$ cat src/rtl/control_reloj.sv
// control_reloj: timekeeping and set-mode controller for the digital clock.
// A prescaler derives a one-second tick from clk, and the RUN/SET_H/SET_M mode machine
// is stepped by two debounced buttons. The optional alarm feature is enabled by defining
// CONTROL_RELOJ_ALARMA_EN. It adds the SET_AH/SET_AM modes, a 3-bit modo and the alarma
// output.
module control_reloj #(
  parameter int unsigned TICKS_PER_SEC = 50000000
) (
  input  logic       clk,
  input  logic       rst_n,
  input  logic       btn_modo,
  input  logic       btn_inc,
  output logic [4:0] horas,
  output logic [5:0] minutos,
  output logic [5:0] segundos,
`ifdef CONTROL_RELOJ_ALARMA_EN
  output logic [2:0] modo,
  output logic       alarma,
`else
  output logic [1:0] modo,
`endif
  output logic       ver_h,
  output logic       ver_m,
  output logic       tick_seg
);

  localparam int unsigned PrescW = (TICKS_PER_SEC > 1) ? $clog2(TICKS_PER_SEC) : 1;
  localparam logic [PrescW-1:0] PrescMax  = PrescW'(TICKS_PER_SEC - 1);
  localparam logic [PrescW-1:0] PrescHalf = PrescW'(TICKS_PER_SEC / 2);

`ifdef CONTROL_RELOJ_ALARMA_EN
  typedef enum logic [2:0] {
    StRun = 3'd0, StSetH = 3'd1, StSetM = 3'd2, StSetAh = 3'd3, StSetAm = 3'd4
  } modo_e;
`else
  typedef enum logic [1:0] {StRun = 2'd0, StSetH = 2'd1, StSetM = 2'd2} modo_e;
`endif

  modo_e             estado;
  logic [PrescW-1:0] presc;
  logic              btn_modo_q, btn_inc_q;
  logic              tick, press_modo, press_inc;
  logic              blink_h, blink_m;
  logic [4:0]        horas_inc, run_h;
  logic [5:0]        minutos_inc, segundos_inc, run_m, run_s;
`ifdef CONTROL_RELOJ_ALARMA_EN
  logic [4:0]        al_h, al_h_inc;
  logic [5:0]        al_m, al_m_inc, al_cnt;
  logic              press_any, alarm_hit;
`endif

  assign modo = estado;

  // Decode tick, button edges, wrapped increments and the time after one RUN tick.
  always_comb begin
    tick         = (presc == PrescMax);
    press_modo   = btn_modo & ~btn_modo_q;
    // A simultaneous mode press swallows the increment press.
    press_inc    = btn_inc & ~btn_inc_q & ~press_modo;
    horas_inc    = (horas == 5'd23) ? 5'd0 : horas + 5'd1;
    minutos_inc  = (minutos == 6'd59) ? 6'd0 : minutos + 6'd1;
    segundos_inc = (segundos == 6'd59) ? 6'd0 : segundos + 6'd1;
    run_s        = segundos_inc;
    run_m        = (segundos == 6'd59) ? minutos_inc : minutos;
    run_h        = (segundos == 6'd59 && minutos == 6'd59) ? horas_inc : horas;
    blink_h      = (estado == StSetH);
    blink_m      = (estado == StSetM);
`ifdef CONTROL_RELOJ_ALARMA_EN
    blink_h      = blink_h | (estado == StSetAh);
    blink_m      = blink_m | (estado == StSetAm);
    al_h_inc     = (al_h == 5'd23) ? 5'd0 : al_h + 5'd1;
    al_m_inc     = (al_m == 6'd59) ? 6'd0 : al_m + 6'd1;
    press_any    = press_modo | (btn_inc & ~btn_inc_q);
    alarm_hit    = (estado == StRun) && tick && (segundos == 6'd59) &&
                   (run_h == al_h) && (run_m == al_m);
`endif
  end

  // Prescaler, button history, blink enables, mode machine and time registers.
  always_ff @(posedge clk) begin
    if (!rst_n) begin
      estado     <= StRun;
      presc      <= '0;
      btn_modo_q <= 1'b0;
      btn_inc_q  <= 1'b0;
      tick_seg   <= 1'b0;
      ver_h      <= 1'b1;
      ver_m      <= 1'b1;
      horas      <= 5'd0;
      minutos    <= 6'd0;
      segundos   <= 6'd0;
`ifdef CONTROL_RELOJ_ALARMA_EN
      al_h       <= 5'd0;
      al_m       <= 6'd0;
      al_cnt     <= 6'd0;
      alarma     <= 1'b0;
`endif
    end else begin
      btn_modo_q <= btn_modo;
      btn_inc_q  <= btn_inc;
      tick_seg   <= tick;
      presc      <= tick ? '0 : presc + PrescW'(1);
      ver_h      <= blink_h ? (presc < PrescHalf) : 1'b1;
      ver_m      <= blink_m ? (presc < PrescHalf) : 1'b1;
      case (estado)
        StRun: begin
          if (press_modo) estado <= StSetH;
          if (tick) begin
            segundos <= run_s;
            minutos  <= run_m;
            horas    <= run_h;
          end
        end
        StSetH: begin
          if (press_modo)     estado <= StSetM;
          else if (press_inc) horas  <= horas_inc;
        end
`ifdef CONTROL_RELOJ_ALARMA_EN
        StSetM: begin
          if (press_modo)     estado  <= StSetAh;
          else if (press_inc) minutos <= minutos_inc;
        end
        StSetAh: begin
          if (press_modo)     estado <= StSetAm;
          else if (press_inc) al_h   <= al_h_inc;
        end
        StSetAm: begin
          // Re-entering RUN restarts the current second from zero.
          if (press_modo) begin
            estado   <= StRun;
            segundos <= 6'd0;
            presc    <= '0;
          end else if (press_inc) begin
            al_m <= al_m_inc;
          end
        end
`else
        StSetM: begin
          // Re-entering RUN restarts the current second from zero.
          if (press_modo) begin
            estado   <= StRun;
            segundos <= 6'd0;
            presc    <= '0;
          end else if (press_inc) begin
            minutos <= minutos_inc;
          end
        end
`endif
        default: estado <= StRun;
      endcase
`ifdef CONTROL_RELOJ_ALARMA_EN
      // Alarm rings for 60 ticks unless any button press silences it first.
      if (press_any) begin
        alarma <= 1'b0;
      end else if (alarm_hit) begin
        alarma <= 1'b1;
        al_cnt <= 6'd0;
      end else if (alarma && tick) begin
        if (al_cnt == 6'd59) alarma <= 1'b0;
        al_cnt <= al_cnt + 6'd1;
      end
`endif
    end
  end

endmodule

$ cat config.mk
export PLATFORM = sky130hd
export DESIGN_NAME = control_reloj
export DESIGN_NICKNAME = d
export VERILOG_FILES = /design/src/rtl/control_reloj.sv
export SDC_FILE = /design/constraint.sdc
export NUM_CORES = 1
export LEC_CHECK = 0
export BUFFER_PORTS_ARGS = -buffer_cell sky130_fd_sc_hd__buf_4
export CORE_MARGIN = 4
export CORE_UTILIZATION = 45
export DETAILED_ROUTE_END_ITERATION = 10
export PLACE_DENSITY = 0.7
export SYNTH_ARGS = -nofsm -noshare
export SYNTH_HDL_FRONTEND = slang
export SYNTH_SLANG_ARGS = --single-unit
$ cat constraint.sdc
create_clock -name clk -period 3.5 [get_ports clk]
set_clock_uncertainty 0.15 [all_clocks]
set_input_delay 0.175 -clock clk [delete_from_list [all_inputs] [get_ports clk]]
set_output_delay 0.175 -clock clk [all_outputs]
set_load 0.02 [all_outputs]
Word level (Yosys, flattened, before mapping)
Index checks and enable logic that the tools add are counted.

Add/subtract/negate cells: 4. $mul: 0. Divide/modulo/power cells: 0. Magnitude comparators: 1. Equal/unequal tests: 16. Shift-type cells: 0. Multiplexer cells: 23. Bitwise operators: 6. Reductions and logical operators: 10.

Operators by type and width (count): 2-to-1 mux 26 bit (3); 2-to-1 mux 6 bit (8); adder 26 x 1 -> 26 bit, second input constant (1); equality test 26 bit, second input constant (1); < comparator 26 x 25 -> 1 bit, second input constant (1); 2-to-1 mux 5 bit (5); case mux 6 bit (2 select lines) (2); != test 2 bit, second input constant (10); adder 6 x 1 -> 6 bit, second input constant (2); equality test 6 bit, second input constant (2); case mux 5 bit (2 select lines) (1); AND reduction 5 bit (2); 2-to-1 mux 2 bit (3); case mux 2 bit (3 select lines) (1); AND reduction 3 bit (2); adder 5 x 1 -> 5 bit, second input constant (1); equality test 5 bit, second input constant (1); AND reduction 2 bit (2); nonzero test 2 bit (2); bitwise AND 1 bit (3); inverter 1 bit (3); equality test 2 x 1 -> 1 bit, second input constant (1); equality test 2 bit, second input constant (1); logical NOT 2 bit (1); logical AND 1 bit (1).

Register bits: 50. Latch bits: 0. Memory bits (writable): 0. Memory bits (read-only): 0. Output and inout bits: 22. Word-level logic and storage cells: 70. Memories: 0.

Depth between registers and ports, before layout
Word-level depth: 7. Gate-level depth with buffers: 7. Depth with buffers taken out: 7.

Worst setup path before layout
OpenSTA, ideal clock, no wires.

Kind: register -> register. From: reg presc[10]. To: reg horas[3]. Arrival: 2.170 ns. Slack: 1.109 ns. Cell stages (with the launch flop): 7. Clock period less this slack: 2.391 ns. Cell sequence: dfxtp_1 or4_4 nor4_4 nand2_2 a2bb2oi_2 or4b_1 a21oi_1.

Cells in the longest elaborated chain, start to end: 3.

RTL lines: start, declared (RTL line 40) `logic [PrescW-1:0] presc;`; start signal, assigned (RTL line 102) `presc <= tick ? '0 : presc + PrescW'(1);`; equality test 26 bit (RTL line 56) `tick = (presc == PrescMax);`; != test 2 bit (no source line); AND reduction 5 bit (no source line); end signal, assigned (RTL line 111) `horas <= run_h;`; end signal, assigned (RTL line 116) `else if (press_inc) horas <= horas_inc;`; end, declared (RTL line 13) `output logic [4:0] horas,`.

No other way between the ends. A chain may end at the register's enable or synchronous reset.

Worst setup path in the final report
Same ends and word-level chain as after synthesis.

==> flow_summary.ini <==
[clock_tree]
cts_tree = done
clk_path_buf_depth = 2
clock_latency_ns = 0.30
post_cts_resized = 0
cts_sinks = 50
root_buffer = clkbuf_8
htreeDepth = 2
numCtsBuffers = 5
path_clk_slew_ns = 0.09

[sta]
slew_violations = 0
clock.fmax_mhz = 393
finalCriticalPeriod_ns = 2.54
rsz0062_at_grt = false
final.setup.tns_ns = 0
final_hold_viol_count = 0
worst_pin_slew_ns = 0.649
relSlewSlack_pct = 56.3
post-route-period-util_pct = 72.6
setup_viol = 0

[detailed_routing]
vias = 1986
routedWlPerCell_um = 13.3
drc_errors = 0
totalWireLength_um = 4920
antenna_left = 0
drt_first_pass_iters = 4
vias_per_cell = 5.35
first_iter_violations = 122

[yosys]
synth_common_cells = nor2_1, dfxtp_1, nand2_1
yosysSeqAreaShare_pct = 42.8
synth.top_cell.area_share_pct = 42.8
ys_types = 43
synth_area_um2 = 2340
synth_top_cell_by_area = dfxtp_1
synthesis.nets = 283
avgSynthCellArea_um2 = 8.53
synth_warnings = 0
synth-edff-count = 0
ys.flop_type = dfxtp_1
ys_ff_latch = 50
syn_inst = 274
synth_area_leaders = dfxtp_1, nor2_1, xnor2_1
synth_most_common_cell = nor2_1
synth-async-reset-ratio_pct = 0

[critical_path]
crit_arrival_ns = 2.62
path_max_fanout = 9
cp.required_ns = 3.58
worstSetupStartpointType = register
critPathCaptureType = register
crit_type = reg2reg

[global_routing]
track_usage_pct = 16.2
grt_max_degree = 26
grt_overflow = 0
grt_antenna_before_repair = 0
grt_first_pass_wirelength_um = 8200
grt_pass1_vias = 1738

[min_path]
hold_path_class = in2reg

[floorplan]
initial_core_util_pct = 47.9
die-area_um2 = 6410
pin_count = 26
rows = 25
die_width_um = 80.1
die_y_um = 80.1
coreArea_um2 = 4880

[layout]
final_cells = 371
area_growth_syn_to_layout_pct = 16.5
finalNetCount = 312
diodes = 0
drive_above_1_share_pct = 13.8

[power]
powerDensity_nw_per_um2 = 375
max-vdd-ir-drop_mv = 0.167
leakage_nw = 0.952

[placed_design]
dp_hpwl_um = 3370
gp_congestion = 0.779
io_buffers = 25
dp_cells = 361

[run_status]
status = complete, no violations

[flow_run]
drv_cap = 0
-- critical path: stages (launching register included) --
cell       delay, ns
dfxtp_1         0.35
or4_4           0.58
nor4_4          0.35
nand2_2         0.16
a2bb2oi_2       0.24
or4b_1          0.52
a21oi_1         0.12
-- area by class of cell --
type                    count  area, um^2
inverters                   7        26.3
clock buffers               8         110
fillers                   470        2160
multi-input cells         211        1290
repair buffers             28         215
flip-flops and latches     50        1000
well taps                  67        83.8
-- cell usage in the layout (no fill, tap or decap), types with 6 or more instances in the layout --
| cell | count |
|---|---|
| inv_1 | 6 |
| clkbuf_8 | 8 |
| nor2_1 | 52 |
| nand2_1 | 22 |
| o21ai_0 | 8 |
| xnor2_1 | 17 |
| dfxtp_1 | 50 |
| nand4_1 | 10 |
| nor3_1 | 8 |
| xor2_1 | 8 |
| buf_4 | 26 |
| nand3_1 | 19 |
| a21oi_1 | 12 |
-- cell families (layout without fill, tap and decap cells) --
| family | count (synthesis) | count (layout) | share of synthesized area, % |
|---|---|---|---|
| buffers and inverters | 13 | 43 | 2.09 |
| multiplexers | 5 | 5 | 2.14 |
| flip-flops | 50 | 50 | 42.8 |
| adder cells (fa/ha/maj) | 5 | 5 | 2.68 |
| AND/OR/NAND/NOR | 143 | 143 | 31.6 |
| XOR/XNOR | 25 | 25 | 9.37 |
| AO/OA/AOI/OAI | 33 | 33 | 9.26 |
-- power by group --
group	total (W)	internal (W)	leakage [nW]	switching (W)
clock network	0.000387	0.000200	0.0575	0.000187
registers	0.000587	0.000576	0.404	0.0000111
logic	0.0000470	0.0000186	0.490	0.0000284
total	0.00102	0.000794	0.952	0.000226
-- what timing repair did --
action / CTS / global route
buffers inserted: 0 / 0
hold endpoints to repair: 2 / 0
hold buffers: 2 / 0
-- sequential cells by signal (all words and copies together), names as in the netlist, 2 cells and up --
name,cells
presc,26
minutos,6
modo,2
segundos,6
horas,5
-- stage by stage --
step	power (W)	hold slack, ns	instance area (um^2)	utilization, %	setup slack [ns]
after floorplan	0.000629	0.147	2340	-	1.11
after global placement	0.000644	0.238	2590	53.2	1.02
after detailed placement	0.000645	0.244	2590	53.2	0.965
after CTS	0.00103	0.00752	2720	55.8	0.945
after global routing	0.00106	0.0135	2720	55.8	0.846
final	0.00102	0.0162	2720	55.8	0.958
-- routing by layer --
layer / vias to the layer above / global-route usage, % / share of wire, %
li1: 1023 / - / -
met5: - / 0 / 0
met3: 5 / 4.04 / 4.1
met2: 46 / 24.5 / 44
met4: 0 / 4.56 / 1.0
met1: 912 / 22.8 / 51
-- worst paths after layout --
path / start / end / slack, ns / depth (start not counted)
min: rst_n / ver_m$_SDFF_PN1_ / 0.02 / 2
max: presc[10]$_SDFF_PN0_ / horas[3]$_SDFFE_PN0P_ / 0.96 / 6
min reg2reg: presc[0]$_SDFF_PN0_ / presc[0]$_SDFF_PN0_ / 0.33 / 1
max reg2reg: presc[10]$_SDFF_PN0_ / horas[3]$_SDFFE_PN0P_ / 0.96 / 6
No activity file was read; power rests on OpenSTA's default activity.
